[config.mk]
export PLATFORM = sky130hd
export DESIGN_NAME = set_scan_ctrl_flat
export DESIGN_NICKNAME = d
export VERILOG_FILES = /design/src/rtl/set_scan_ctrl_pkg.sv /design/src/rtl/set_scan_ctrl_if.sv /design/src/rtl/set_scan_ctrl_popcount.sv /design/src/rtl/set_scan_ctrl.sv /design/src/flat_wrapper.sv
export SDC_FILE = /design/constraint.sdc
export NUM_CORES = 1
export LEC_CHECK = 0
export CORE_MARGIN = 2
export CORE_UTILIZATION = 42
export CTS_CLUSTER_SIZE = 20
export DETAILED_ROUTE_END_ITERATION = 10
export MAX_ROUTING_LAYER = met4
export PLACE_DENSITY = 0.81
export SLEW_MARGIN = 40
export SYNTH_ARGS = -nofsm -noshare
export SYNTH_HDL_FRONTEND = slang
export SYNTH_HIERARCHICAL = 1
export SYNTH_SLANG_ARGS = --single-unit
[constraint.sdc]
create_clock -name clk_i -period 13.5 [get_ports clk_i]
set_input_delay 2.7 -clock clk_i [delete_from_list [all_inputs] [get_ports clk_i]]
set_output_delay 2.7 -clock clk_i [all_outputs]
set_load 0.05 [all_outputs]
[src/rtl/set_scan_ctrl_pkg.sv]
// Shared definitions for the set-coverage scan controller: bus field sizes,
// covered-bit positions, set-mode encodings and lane helpers.
package set_scan_ctrl_pkg;

    localparam int COORD_SZ   = 8;
    localparam int CENTRAL_SZ = 24;
    localparam int RADIUS_SZ  = 12;
    localparam int COVERED_SZ = 3;

    // Bit positions inside one lane of covered_i, lane = {A,B,C}
    localparam int COV_A = 2;
    localparam int COV_B = 1;
    localparam int COV_C = 0;

    typedef enum logic [1:0] {
        MODE_A   = 2'b00,
        MODE_AND = 2'b01,
        MODE_XOR = 2'b10,
        MODE_TWO = 2'b11
    } mode_e;

    typedef enum logic [1:0] {
        ST_IDLE = 2'b00,
        ST_SCAN = 2'b01,
        ST_DONE = 2'b10
    } state_e;

    function automatic logic [COORD_SZ-1:0] pack_coord(input logic [3:0] x, input logic [3:0] y);
        return {x, y};
    endfunction

    function automatic logic set_sel(input mode_e mode, input logic [COVERED_SZ-1:0] cov);
        logic a, b, c;
        a = cov[COV_A];
        b = cov[COV_B];
        c = cov[COV_C];
        case (mode)
            MODE_A:   return a;
            MODE_AND: return a & b;
            MODE_XOR: return a ^ b;
            default:  return (a & b & ~c) | (a & ~b & c) | (~a & b & c);
        endcase
    endfunction

endpackage

[src/rtl/set_scan_ctrl_if.sv]
// Job/PE bus of the scan controller. The slave side is the controller itself,
// the master side is the host plus the PE array.
interface set_scan_ctrl_if #(
    parameter int NUM_PE = 8,
    parameter int CNT_W  = 7
);
    import set_scan_ctrl_pkg::*;

    logic                               en_i;
    logic [CENTRAL_SZ-1:0]              central_i;
    logic [RADIUS_SZ-1:0]               radius_i;
    logic [1:0]                         mode_i;
    logic [NUM_PE*COVERED_SZ-1:0]       covered_i;
    logic                               busy_o;
    logic                               valid_o;
    logic [CNT_W-1:0]                   candidate_o;
    logic [NUM_PE*COORD_SZ-1:0]         coord_o;
    logic [CENTRAL_SZ-1:0]              cent_buf_o;
    logic [RADIUS_SZ-1:0]               r_buf_o;

    modport master (
        output en_i, central_i, radius_i, mode_i, covered_i,
        input  busy_o, valid_o, candidate_o, coord_o, cent_buf_o, r_buf_o
    );

    modport slave (
        input  en_i, central_i, radius_i, mode_i, covered_i,
        output busy_o, valid_o, candidate_o, coord_o, cent_buf_o, r_buf_o
    );

endinterface

[src/rtl/set_scan_ctrl_popcount.sv]
// Combinational count of PE lanes whose covered bits satisfy the set expression.
module set_scan_ctrl_popcount
    import set_scan_ctrl_pkg::*;
#(
    parameter int NUM_PE = 8
) (
    input  logic [NUM_PE*COVERED_SZ-1:0]  covered,
    input  mode_e                         mode,
    output logic [$clog2(NUM_PE+1)-1:0]   count
);

    localparam int PC_W = $clog2(NUM_PE + 1);

    always_comb begin
        count = '0;
        for (int k = 0; k < NUM_PE; k++) begin
            count = count + PC_W'(set_sel(mode, covered[k*COVERED_SZ +: COVERED_SZ]));
        end
    end

endmodule

[src/rtl/set_scan_ctrl.sv]
// Scan controller: walks the GRIDxGRID lattice NUM_PE points per cycle and
// accumulates how many points satisfy the selected set expression.
//
//   state   | meaning
//   --------+-----------------------------------------------------------
//   ST_IDLE | waiting for en_i; job inputs captured on acceptance
//   ST_SCAN | STEPS cycles driving lane coords, accumulating PE results
//   ST_DONE | one cycle, valid_o pulses with the final count
module set_scan_ctrl
    import set_scan_ctrl_pkg::*;
#(
    parameter int NUM_PE = 8,
    parameter int GRID   = 8,
    parameter int CNT_W  = 7
) (
    input  logic            clk_i,
    input  logic            rst_i,
    set_scan_ctrl_if.slave  bus
);

    localparam int STEPS  = GRID * GRID / NUM_PE;
    localparam int STEP_W = (STEPS > 1) ? $clog2(STEPS) : 1;
    localparam int PC_W   = $clog2(NUM_PE + 1);

    state_e                      state, state_nxt;
    logic [STEP_W-1:0]           step;
    logic [CNT_W-1:0]            acc;
    logic [CNT_W-1:0]            cand_q;
    logic [CENTRAL_SZ-1:0]       cent_q;
    logic [RADIUS_SZ-1:0]        rad_q;
    mode_e                       mode_q;
    logic [PC_W-1:0]             pop;
    logic                        last_step;
    logic [NUM_PE*COORD_SZ-1:0]  coord;
    int                          idx;

    assign last_step = (step == STEP_W'(STEPS - 1));

    always_ff @(posedge clk_i) begin
        if (rst_i) state <= ST_IDLE;
        else       state <= state_nxt;
    end

    always_comb begin
        state_nxt   = state;
        bus.busy_o  = 1'b1;
        bus.valid_o = 1'b0;
        case (state)
            ST_IDLE: begin
                bus.busy_o = 1'b0;
                if (bus.en_i) state_nxt = ST_SCAN;
            end
            ST_SCAN: if (last_step) state_nxt = ST_DONE;
            ST_DONE: begin
                bus.valid_o = 1'b1;
                state_nxt   = ST_IDLE;
            end
            default: begin
                bus.busy_o = 1'b0;
                state_nxt  = ST_IDLE;
            end
        endcase
    end

    // The final count is latched on the last scan step so candidate_o holds
    // across idle periods until the next job completes.
    always_ff @(posedge clk_i) begin
        if (rst_i) begin
            step   <= '0;
            acc    <= '0;
            cand_q <= '0;
            cent_q <= '0;
            rad_q  <= '0;
            mode_q <= MODE_A;
        end else begin
            case (state)
                ST_IDLE: if (bus.en_i) begin
                    cent_q <= bus.central_i;
                    rad_q  <= bus.radius_i;
                    mode_q <= mode_e'(bus.mode_i);
                    acc    <= '0;
                    step   <= '0;
                end
                ST_SCAN: begin
                    acc  <= acc + CNT_W'(pop);
                    step <= step + STEP_W'(1);
                    if (last_step) cand_q <= acc + CNT_W'(pop);
                end
                default: ;
            endcase
        end
    end

    // Lane k of step s covers lattice index s*NUM_PE+k, row-major from (1,1).
    always_comb begin
        coord = '0;
        idx   = 0;
        if (state == ST_SCAN) begin
            for (int k = 0; k < NUM_PE; k++) begin
                idx = int'(step) * NUM_PE + k;
                coord[k*COORD_SZ +: COORD_SZ] = pack_coord(4'(idx % GRID + 1), 4'(idx / GRID + 1));
            end
        end
    end

    set_scan_ctrl_popcount #(.NUM_PE(NUM_PE)) u_popcount (
        .covered (bus.covered_i),
        .mode    (mode_q),
        .count   (pop)
    );

    assign bus.coord_o     = coord;
    assign bus.candidate_o = cand_q;
    assign bus.cent_buf_o  = cent_q;
    assign bus.r_buf_o     = rad_q;

endmodule
[src/flat_wrapper.sv]
// flat-port wrapper written by rule: the top's interface ports become plain ports
module set_scan_ctrl_flat import set_scan_ctrl_pkg::*;
#(
    parameter int NUM_PE = 8,
    parameter int GRID   = 8,
    parameter int CNT_W  = 7
)
  (clk_i, rst_i, bus_en_i, bus_central_i, bus_radius_i, bus_mode_i, bus_covered_i, bus_busy_o, bus_valid_o, bus_candidate_o, bus_coord_o, bus_cent_buf_o, bus_r_buf_o);
  set_scan_ctrl_if #(.NUM_PE(NUM_PE), .CNT_W(CNT_W)) bus_i ();
  input  logic clk_i;
  input  logic rst_i;
  input wire logic [$bits(bus_i.en_i)-1:0] bus_en_i;
  input wire logic [$bits(bus_i.central_i)-1:0] bus_central_i;
  input wire logic [$bits(bus_i.radius_i)-1:0] bus_radius_i;
  input wire logic [$bits(bus_i.mode_i)-1:0] bus_mode_i;
  input wire logic [$bits(bus_i.covered_i)-1:0] bus_covered_i;
  output wire logic [$bits(bus_i.busy_o)-1:0] bus_busy_o;
  output wire logic [$bits(bus_i.valid_o)-1:0] bus_valid_o;
  output wire logic [$bits(bus_i.candidate_o)-1:0] bus_candidate_o;
  output wire logic [$bits(bus_i.coord_o)-1:0] bus_coord_o;
  output wire logic [$bits(bus_i.cent_buf_o)-1:0] bus_cent_buf_o;
  output wire logic [$bits(bus_i.r_buf_o)-1:0] bus_r_buf_o;
  assign bus_i.en_i = bus_en_i;
  assign bus_i.central_i = bus_central_i;
  assign bus_i.radius_i = bus_radius_i;
  assign bus_i.mode_i = bus_mode_i;
  assign bus_i.covered_i = bus_covered_i;
  assign bus_busy_o = bus_i.busy_o;
  assign bus_valid_o = bus_i.valid_o;
  assign bus_candidate_o = bus_i.candidate_o;
  assign bus_coord_o = bus_i.coord_o;
  assign bus_cent_buf_o = bus_i.cent_buf_o;
  assign bus_r_buf_o = bus_i.r_buf_o;
  set_scan_ctrl #(.NUM_PE(NUM_PE), .GRID(GRID), .CNT_W(CNT_W)) u_core (.clk_i(clk_i), .rst_i(rst_i), .bus(bus_i));
endmodule
==> impl_metrics.tcl, run 1 <==
set metrics [dict create \
    run_status "completed" \
    layout_common_cells "clkdlybuf4s50_1, nand2_1, a21oi_1" \
    ys_seq_area_frac 0.3071 \
    post-route-min-period_ns 7.566 \
    boundaryPins 174 \
    ctsHoldBuffers 0 \
    p_total_mw 0.6045 \
    cts_tree "done" \
    synth_area_per_cell_um2 7.992 \
    yosys.area.top_type "dfxtp_1" \
    slew_viol_final 0 \
    arrival_ns 7.83 \
    synthDistinctLibCells 50 \
    critPathKind "primary input to flip-flop" \
    path_clk_slew_ns 0.06 \
    drt-vias-per-instance 4.922 \
    cts_setup_buffers 0 \
    drc 0 \
    overflow 0 \
    antenna_cells 0 \
    ant_nets 0 \
    cts_inserted_buffers 9 \
    hold_path.class "flip-flop to flip-flop" \
    grt_pass1_vias 3252 \
    drive_gt1_frac 0.04211 \
    regArea_um2 1142 \
    leakage_nw 2.075 \
    p_per_area_nw_per_um2 118.3 \
    skew_ns 0.01158 \
    antenna_found_initial 0 \
    die_area_um2 9616 \
    tightest_slew_ns 0.7498 \
    clk_path_buf_depth 2 \
    clock_latency_ns 0.33 \
    cts_resized 0 \
    endpoint_kind "flip-flop" \
    numPortBuffers 154 \
    wirelength_um 8945 \
    post-route-util 0.5919 \
    irDropWorstVdd_v 0.00007268 \
    worstPathMaxFanout 4 \
    drt_iter0_markers 135 \
    start_kind "primary input" \
    dp_hpwl_um 6545 \
    synthArstFlopShare 0 \
    r2r_slack_ns 8.38 \
    initial_core_util 0.4303 \
    htreeDepth 3 \
    synth_area_leaders "dfxtp_1, buf_4, ha_1, nand2_1, a21oi_1" \
    period_share 0.5605 \
    synth_top_area_share 0.3071 \
    numClockSinks 57 \
    fillers 765 \
    die_h_um 98.06 \
    fin_tns_setup_ns 0 \
    grt_use_total 0.1884 \
    syn_inst 465 \
    grt_pass1_wl_um 14760 \
    multi_input_area_um2 1946 \
    hold_viol_final 0 \
    gp_congestion 0.8380 \
    maxSlewHeadroom 0.5001 \
    wl_per_cell_um 13.19 \
    via_count 3337 \
    die_w_um 98.06 \
    yosys_warnings 6 \
    setup_violations 0 \
    placementRows 34 \
    syn_to_final_growth_pct 37.54 \
    dr.pass1.iters 4 \
    fin_nets 671 \
    maxCapViolCount 0 \
    crit_required_ns 13.76 \
    synth_edf_count 0 \
    core_area_um2 8636 \
    synth_seq_cells 57 \
    rsz0062_at_grt "no" \
    cts_root_buf "clkbuf_8" \
    synth_area_um2 3716 \
    synthFlopType "dfxtp_1" \
    final_common_cell "clkdlybuf4s50_1" \
    clock.fmax_mhz 132.2 \
    grt_max_degree 63 \
]
## sequential cells by signal, indices dropped and copies added, names as in the netlist
signal,flops
u_core/bus.candidate_o,7
u_core/acc,7
u_core/bus.r_buf_o,12
u_core/mode_q,2
u_core/bus.cent_buf_o,24
u_core/step,3
u_core/state,2
## kinds of logic (layout without fill, tap and decap cells)
| group | after synthesis | after routing | share of synthesized area |
|---|---|---|---|
| and+or+nand+nor | 138 | 138 | 0.1620 |
| buffers and inverters | 116 | 203 | 0.1882 |
| AOI/OAI and AO/OA | 104 | 104 | 0.1724 |
| DFF | 57 | 57 | 0.3071 |
| adders and majority gates | 41 | 41 | 0.1481 |
| muxes | 6 | 6 | 0.01650 |
| xor gates and xnor gates | 2 | 2 | 0.004715 |
| other | 1 | 19 | 0.001009 |
## worst paths after layout
path                            cells after the start                      start                        end
worst max-delay path                               21           bus_covered_i[1]  u_core/bus.candidate_o[4]
worst min-delay path                                2  u_core/bus.cent_buf_o[19]  u_core/bus.cent_buf_o[19]
worst max register to register                     19           u_core/mode_q[1]  u_core/bus.candidate_o[4]
worst min register to register                      2  u_core/bus.cent_buf_o[19]  u_core/bus.cent_buf_o[19]
## layout make-up
class,count,area share
clock buffer,12,0.02840
clock inverter,4,0.01493
inverter,32,0.02350
multi-input combinational,310,0.3807
sequential,57,0.2235
tap,108,0.02644
timing repair buffer,155,0.3026
## worst max-delay path: stages
cell	delay, ns
clkdlybuf4s50_1	0.52
inv_1	0.06
ha_1	0.28
a211oi_1	0.22
a21oi_1	0.09
fa_1	0.57
inv_1	0.06
fa_1	0.53
inv_1	0.06
fa_1	0.53
inv_1	0.05
ha_1	0.20
inv_1	0.07
fa_1	0.42
inv_1	0.09
inv_1	0.06
fa_1	0.43
and2b_1	0.26
o21ai_2	0.09
a2111oi_2	0.36
a311o_1	0.15
## cells in the mapped netlist (all sizes together) (2+ instances only)
library cell / count
nand2b: 3
a2bb2oi: 2
a22oi: 3
nand4: 2
nor2: 21
a31oi: 7
a211oi: 6
o311ai: 4
mux2i: 5
ha: 36
a211o: 2
inv: 32
nand2: 89
buf: 77
a21oi: 58
nand3b: 3
nor3b: 4
a21o: 4
clkbuf: 7
fa: 5
dfxtp: 57
nor2b: 5
and2: 5
o21ai: 10
## per-stage QoR
stage | cell area (µm²) | hold slack, ns | instances | worst slack, ns
detailed placement | 4890 | 0.4478 | 662 | 5.584
CTS | 5111 | 0.4562 | 678 | 5.917
finish | 5111 | 0.4563 | 678 | 5.934
global placement | 4883 | 0.4415 | 662 | 5.734
floorplan | 3784 | 0.4624 | 483 | 6.461
global route | 5111 | 0.4781 | 678 | 5.701
## report_power, final
part / switching, mW / internal, mW / total [mW]
Sequential: 0.00765 / 0.178 / 0.186
Combinational: 0.150 / 0.0906 / 0.241
Clock: 0.0683 / 0.109 / 0.178
Total: 0.226 / 0.378 / 0.604
## routing by layer
metal  GRT usage  up-vias  routed length [µm]
li1            -     1657                   -
met4     0.06838        0                 112
met2      0.3114      117                4407
met3     0.04724       12                 626
met5           -        -                   0
met1      0.2221     1551                3799
(Power assumes the default switching activity.)
==> run 2: changes to the inputs <==
--- a/config.mk
+++ b/config.mk
@@ -6,11 +6,11 @@
 export NUM_CORES = 1
 export LEC_CHECK = 0
 export CORE_MARGIN = 2
-export CORE_UTILIZATION = 42
+export CORE_UTILIZATION = 38
 export CTS_CLUSTER_SIZE = 20
 export DETAILED_ROUTE_END_ITERATION = 10
 export MAX_ROUTING_LAYER = met4
-export PLACE_DENSITY = 0.81
+export PLACE_DENSITY = 0.77
 export SLEW_MARGIN = 40
 export SYNTH_ARGS = -nofsm -noshare
 export SYNTH_HDL_FRONTEND = slang
==> constraint.sdc (replaced) <==
create_clock -name clk_i -period 6.8 [get_ports clk_i]
set_input_delay 1.36 -clock clk_i [delete_from_list [all_inputs] [get_ports clk_i]]
set_output_delay 1.36 -clock clk_i [all_outputs]
set_load 0.05 [all_outputs]
==> run 2 against run 1 <==
  * Register-to-register slack worse by 6.8 ns
  * Cell count rose by 3.7%
  * Sequential share of layout area shrank 0.17 points
  * Largest cell class unchanged
  * Highest routed layer unchanged
==> impl_metrics.tcl, run 2 (synthesis gave the netlist of run 1 again) <==
set metrics [dict create \
    switching_share 0.3675 \
    r2r_slack_ns 1.59 \
    final_common_cell "clkdlybuf4s50_1" \
    fin_cells 703 \
    r2r-end "u_core/acc[6]" \
    clock.fmax_mhz 158.4 \
    holdWs_ns 0.4521 \
    dp_cells 687 \
    grt_pass1_wl_um 14190 \
    die_area_um2 10590 \
    dr.pass1.iters 4 \
    rsz0062_at_grt "no" \
    initial_core_util 0.3855 \
    die_h_um 102.9 \
    seqPwrFrac 0.308 \
    drc 0 \
    boundaryPins 174 \
    numClockSinks 57 \
    fin_tns_setup_ns 0 \
    multi_input_area_um2 1946 \
    p_comb_frac 0.394 \
    reg2reg_depth 19 \
    placed_cell_area_um2 4921 \
    cts_setup_buffers 0 \
    drt-vias-per-instance 4.661 \
    max_stage_delay_ns 0.59 \
    cts_inserted_buffers 9 \
    antenna_found_initial 0 \
    regArea_um2 1142 \
    crit_family "adder cells" \
    gp_congestion 0.8499 \
    grt_pass1_vias 3175 \
    tightest_slew_ns 0.7703 \
    crit_required_ns 7.03 \
    clk_path_buf_depth 2 \
    worstPathMaxFanout 4 \
    htreeDepth 3 \
    die_w_um 102.9 \
    hold_viol_final 0 \
    skew_ns 0.01188 \
    p_sw_mw 0.4403 \
    min_to "u_core/bus.cent_buf_o[23]" \
    syn_to_final_growth_pct 38.59 \
    cp-startpoint "bus_covered_i[1]" \
    crit_path_cell_trace "clkdlybuf4s50_1 -> inv_1 -> ha_1 -> a211oi_1 -> a21oi_1 -> fa_1 -> inv_1 -> fa_1 -> inv_1 -> fa_1 -> inv_1 -> ha_1 -> inv_1 -> fa_1 -> inv_1 -> inv_1 -> fa_1 -> and2b_1 -> o2111ai_2 -> a211o_1 -> a31oi_1" \
    clock_latency_ns 0.32 \
    run_status "completed" \
    fin_area_um2 5150 \
    post-route-util 0.5343 \
    period_share 0.9282 \
    hold_path.class "flip-flop to flip-flop" \
    cts_resized 0 \
    drt_iter0_markers 184 \
    core_area_um2 9639 \
    ant_nets 0 \
    p_per_area_nw_per_um2 232.6 \
    cts_tree "done" \
    overflow 0 \
    layout_common_cells "clkdlybuf4s50_1, nand2_1, a21oi_1" \
    p_total_mw 1.198 \
    antenna_cells 0 \
    irDropWorstVdd_v 0.0001395 \
    path_clk_slew_ns 0.07 \
    dp_slack_ns 0.2070 \
    start_kind "primary input" \
    numPortBuffers 154 \
    dp_hpwl_um 6784 \
    r2r-start "u_core/mode_q[1]" \
    maxCapViolCount 0 \
    slew_viol_final 0 \
    wl_per_cell_um 12.94 \
    drive_gt1_frac 0.04561 \
    clkPwrFrac 0.298 \
    cts_root_buf "clkbuf_8" \
    critPathKind "primary input to flip-flop" \
    grt_max_degree 63 \
    wirelength_um 9096 \
    largest_reg_flops 24 \
    via_count 3277 \
    arrival_ns 6.55 \
    p_int_mw 0.7577 \
    maxSlewHeadroom 0.4865 \
    cpMostUsedCell "inv_1" \
    cp_slowest_cell "fa_1" \
    path_buf_inv 8 \
    ctsHoldBuffers 0 \
    fin_nets 671 \
    min_from "u_core/bus.cent_buf_o[23]" \
    setup_ws_ns 0.4880 \
    endpoint_kind "flip-flop" \
    setup_violations 0 \
    hold_depth 2 \
    leakage_nw 2.083 \
    placementRows 36 \
    fillers 923 \
    post-route-min-period_ns 6.312 \
    grt_use_total 0.1698 \
]
[run 2: changes by cell type in the layout (fill, tap and decap cells not counted)]
| cell | before | now |
|---|---|---|
| clkinv_2 | 0 | 2 |
| clkinv_4 | 1 | 0 |
| clkbuf_8 | 10 | 11 |
| clkbuf_1 | 2 | 0 |
[run 2: per-layer routing]
layer	wire (µm)	global-route usage
met4	22	0.04960
met5	0	-
met1	3715	0.1914
met2	4784	0.2977
met3	574	0.04136
[run 2: power by group through the flow]
stage                     sequential, mW  clock [mW]  combinational, mW
final                              0.369       0.357              0.472
after global routing               0.371       0.381              0.515
after CTS                          0.369       0.366              0.474
after detailed placement           0.376           0              0.471
after global placement             0.375           0              0.455
after floorplan                    0.420           0              0.310
[run 2: layout make-up]
cell class | count | share of cell area
sequential | 57 | 0.2218
inverter | 32 | 0.02332
clock buffer | 11 | 0.02940
clock inverter | 5 | 0.01506
multi-input combinational | 310 | 0.3778
tap | 133 | 0.03231
timing repair buffer | 155 | 0.3003
[run 2: worst max-delay path by stage]
| stage | slack [ns] | cells after the start | endpoint |
|---|---|---|---|
| after floorplan | 1.10 | 20 | u_core/bus.candidate_o[4] |
| after global placement | 0.38 | 21 | u_core/bus.candidate_o[4] |
| after CTS | 0.50 | 21 | u_core/bus.candidate_o[4] |
| after global routing | 0.24 | 21 | u_core/bus.candidate_o[4] |
| final | 0.49 | 21 | u_core/acc[6] |
| after detailed placement | 0.21 | 21 | u_core/bus.candidate_o[4] |
[run 2: tightest hold or removal path: cells and delay by family (launching register included)]
| family | cells | cell delay, ns |
|---|---|---|
| flops | 1 | 0.31 |
| simple gates | 1 | 0.05 |
| compound gates | 1 | 0.05 |
==> run 3: changes to the inputs <==
--- a/config.mk
+++ b/config.mk
@@ -6,13 +6,12 @@
 export NUM_CORES = 1
 export LEC_CHECK = 0
 export CORE_MARGIN = 2
-export CORE_UTILIZATION = 38
+export CORE_UTILIZATION = 42
 export CTS_CLUSTER_SIZE = 20
 export DETAILED_ROUTE_END_ITERATION = 10
 export MAX_ROUTING_LAYER = met4
-export PLACE_DENSITY = 0.77
+export PLACE_DENSITY = 0.82
 export SLEW_MARGIN = 40
 export SYNTH_ARGS = -nofsm -noshare
 export SYNTH_HDL_FRONTEND = slang
-export SYNTH_HIERARCHICAL = 1
 export SYNTH_SLANG_ARGS = --single-unit
==> constraint.sdc (replaced) <==
create_clock -name clk_i -period 7.15 [get_ports clk_i]
set_input_delay 1.43 -clock clk_i [delete_from_list [all_inputs] [get_ports clk_i]]
set_output_delay 1.43 -clock clk_i [all_outputs]
set_load 0.05 [all_outputs]
==> run 3 against run 2 <==
  * Wire length fell by 5.5%
  * Die area down 11%
  * Register-to-register slack better by 0.82 ns
  * First-iteration DRC count down 28%
  * Via count fell by 0.12%
  * Utilization increased by 7.5 points
==> impl_metrics.tcl, run 3 <==
set metrics [dict create \
    cts_resized 0 \
    worstPathMaxFanout 4 \
    synthAdderAreaFrac 0.1480 \
    synthDistinctLibCells 46 \
    ant_nets 0 \
    yosysMostFrequentCell "nand2_1" \
    maxCapViolCount 0 \
    multi_input_area_um2 1909 \
    die_h_um 97.03 \
    synthArstFlopShare 0 \
    antenna_found_initial 0 \
    drive_gt1_frac 0.05036 \
    slew_viol_final 0 \
    layout_common_cells "clkdlybuf4s50_1, nand2_1, dfxtp_1" \
    fin_nets 656 \
    run_status "completed" \
    overflow 0 \
    holdWs_ns 0.4541 \
    cts_tree "done" \
    rsz0062_at_grt "no" \
    initial_core_util 0.4380 \
    dp_hpwl_um 6359 \
    placed_cell_area_um2 4821 \
    ctsHoldBuffers 0 \
    antenna_cells 0 \
    synth_area_leaders "dfxtp_1, buf_4, ha_1, nand2_1, a21oi_1" \
    yosys.area.top_type "dfxtp_1" \
    path_clk_slew_ns 0.07 \
    p_total_mw 1.112 \
    dr.pass1.iters 4 \
    die_area_um2 9414 \
    via_count 3273 \
    post-route-min-period_ns 5.827 \
    reg2reg_depth 14 \
    crit_path_cell_trace "clkdlybuf4s50_1 -> inv_1 -> ha_1 -> mux2i_1 -> o21ai_0 -> fa_1 -> inv_1 -> fa_1 -> inv_1 -> fa_1 -> fa_1 -> fa_1 -> and2b_1 -> o2111ai_1 -> a2111o_1 -> nand3_1" \
    muxShareOfSynthArea 0.01136 \
    synth_compound_area_frac 0.1690 \
    grt_pass1_vias 3124 \
    numPortBuffers 154 \
    maxSlewHeadroom 0.5351 \
    fin_tns_setup_ns 0 \
    path_buf_inv 4 \
    grt_pass1_wl_um 14150 \
    placementRows 33 \
    synth_area_per_cell_um2 8.059 \
    grt_use_total 0.1842 \
    setup_violations 0 \
    final_common_cell "clkdlybuf4s50_1" \
    cp_slowest_cell "fa_1" \
    htreeDepth 3 \
    syn_inst 451 \
    wl_per_cell_um 13.01 \
    die_w_um 97.03 \
    hold_viol_final 0 \
    endpoint_kind "flip-flop" \
    max_stage_delay_ns 0.57 \
    leakage_nw 2.041 \
    clk_path_buf_depth 2 \
    boundaryPins 174 \
    arrival_ns 6.10 \
    ys_seq_area_frac 0.3139 \
    synth_seq_cells 57 \
    synth_edf_count 0 \
    gp_congestion 0.7677 \
    hold_path.class "flip-flop to flip-flop" \
    tightest_slew_ns 0.6949 \
    largest_reg_flops 24 \
    p_per_area_nw_per_um2 220.2 \
    setup_ws_ns 1.323 \
    crit_family "adder cells" \
    drc 0 \
    yosys_warnings 0 \
    drt_iter0_markers 132 \
    synth-simple-area-share 0.1735 \
    numClockSinks 57 \
    hold_depth 2 \
    synth_top_family_by_area "buffers and inverters" \
    skew_ns 0.007043 \
    cpMostUsedCell "fa_1" \
    core_area_um2 8299 \
    fin_area_um2 5052 \
    dp_slack_ns 0.9743 \
    wirelength_um 8598 \
    syn_to_final_growth_pct 39.00 \
    drt-vias-per-instance 4.952 \
    fillers 706 \
    cts_inserted_buffers 9 \
    synth_top_cells_by_count "nand2_1, buf_4, dfxtp_1" \
    cts_setup_buffers 0 \
    clock.fmax_mhz 171.6 \
    cp.depth 16 \
    cts_root_buf "clkbuf_8" \
    synthFlopType "dfxtp_1" \
    clock_latency_ns 0.33 \
    synth_xor_area_frac 0.002410 \
    start_kind "primary input" \
    synth_area_um2 3635 \
    grt_max_degree 66 \
    critPathKind "primary input to flip-flop" \
    regArea_um2 1142 \
    irDropWorstVdd_v 0.0001161 \
    period_share 0.8150 \
    synth_top_area_share 0.3139 \
    crit_required_ns 7.42 \
]
[run 3: cell types whose count changed in the layout (fill, tap and decap cells not counted), sizes merged, moves of 2 or more]
cell	change
o21ai	-4
nand3	+2
nand2	-3
a21oi	-3
a31oi	+2
o211ai	+2
inv	-7
mux2i	-2
a21o	-3
nor3	+2
a211oi	+2
nand4	+2
o311ai	-3
[run 3: power breakdown]
part	internal (mW)	switching (mW)	total [mW]
Sequential	0.336	0.0142	0.350
Clock	0.214	0.130	0.344
Combinational	0.161	0.258	0.418
Total	0.711	0.402	1.11
[run 3: tightest hold or removal path: cells and delay by family (launching register included)]
family / cells / cell delay [ns]
compound gates: 1 / 0.05
simple gates: 1 / 0.05
flops: 1 / 0.31
[run 3: final cells by class]
class,instances,share of cell area
Sequential cell,57,0.2261
Timing Repair Buffer,155,0.3061
Inverter,25,0.01857
Tap cell,105,0.02600
Clock buffer,11,0.02997
Clock inverter,5,0.01535
Multi-Input combinational cell,303,0.3779
[run 3: per-layer routing]
layer  GRT usage  vias up  share of wire
met5           -        -              0
met2      0.3184      123           0.51
met3     0.05275       17          0.067
li1            -     1626              -
met4     0.07801        0          0.019
met1      0.1970     1507           0.40
[run 3: logic make-up (layout without fill, tap and decap cells)]
family                     after synthesis  after routing
xor gates and xnor gates                 1              1
buffers and inverters                  109            196
muxes                                    4              4
adders and majority gates               40             40
AOI/OAI and AO/OA                       98             98
and+or+nand+nor                        141            141
DFF                                     57             57
other                                    1             19
[run 3: path summary, 6_finish.rpt]
check	slack (ns)	endpoint	start
hold / removal	0.45	u_core.bus.cent_buf_o[11]	u_core.bus.cent_buf_o[11]
hold reg to reg	0.45	u_core.bus.cent_buf_o[11]	u_core.bus.cent_buf_o[11]
setup reg to reg	2.41	u_core.bus.candidate_o[6]	u_core.mode_q[1]
setup / recovery	1.32	u_core.bus.candidate_o[6]	bus_covered_i[1]
[run 3: through the flow]
| step | util | instances |
|---|---|---|
| after floorplan | - | 469 |
| after global placement | 0.5801 | 645 |
| after detailed placement | 0.5809 | 645 |
| after CTS | 0.6085 | 661 |
| after global routing | 0.6088 | 661 |
| final | 0.6088 | 661 |
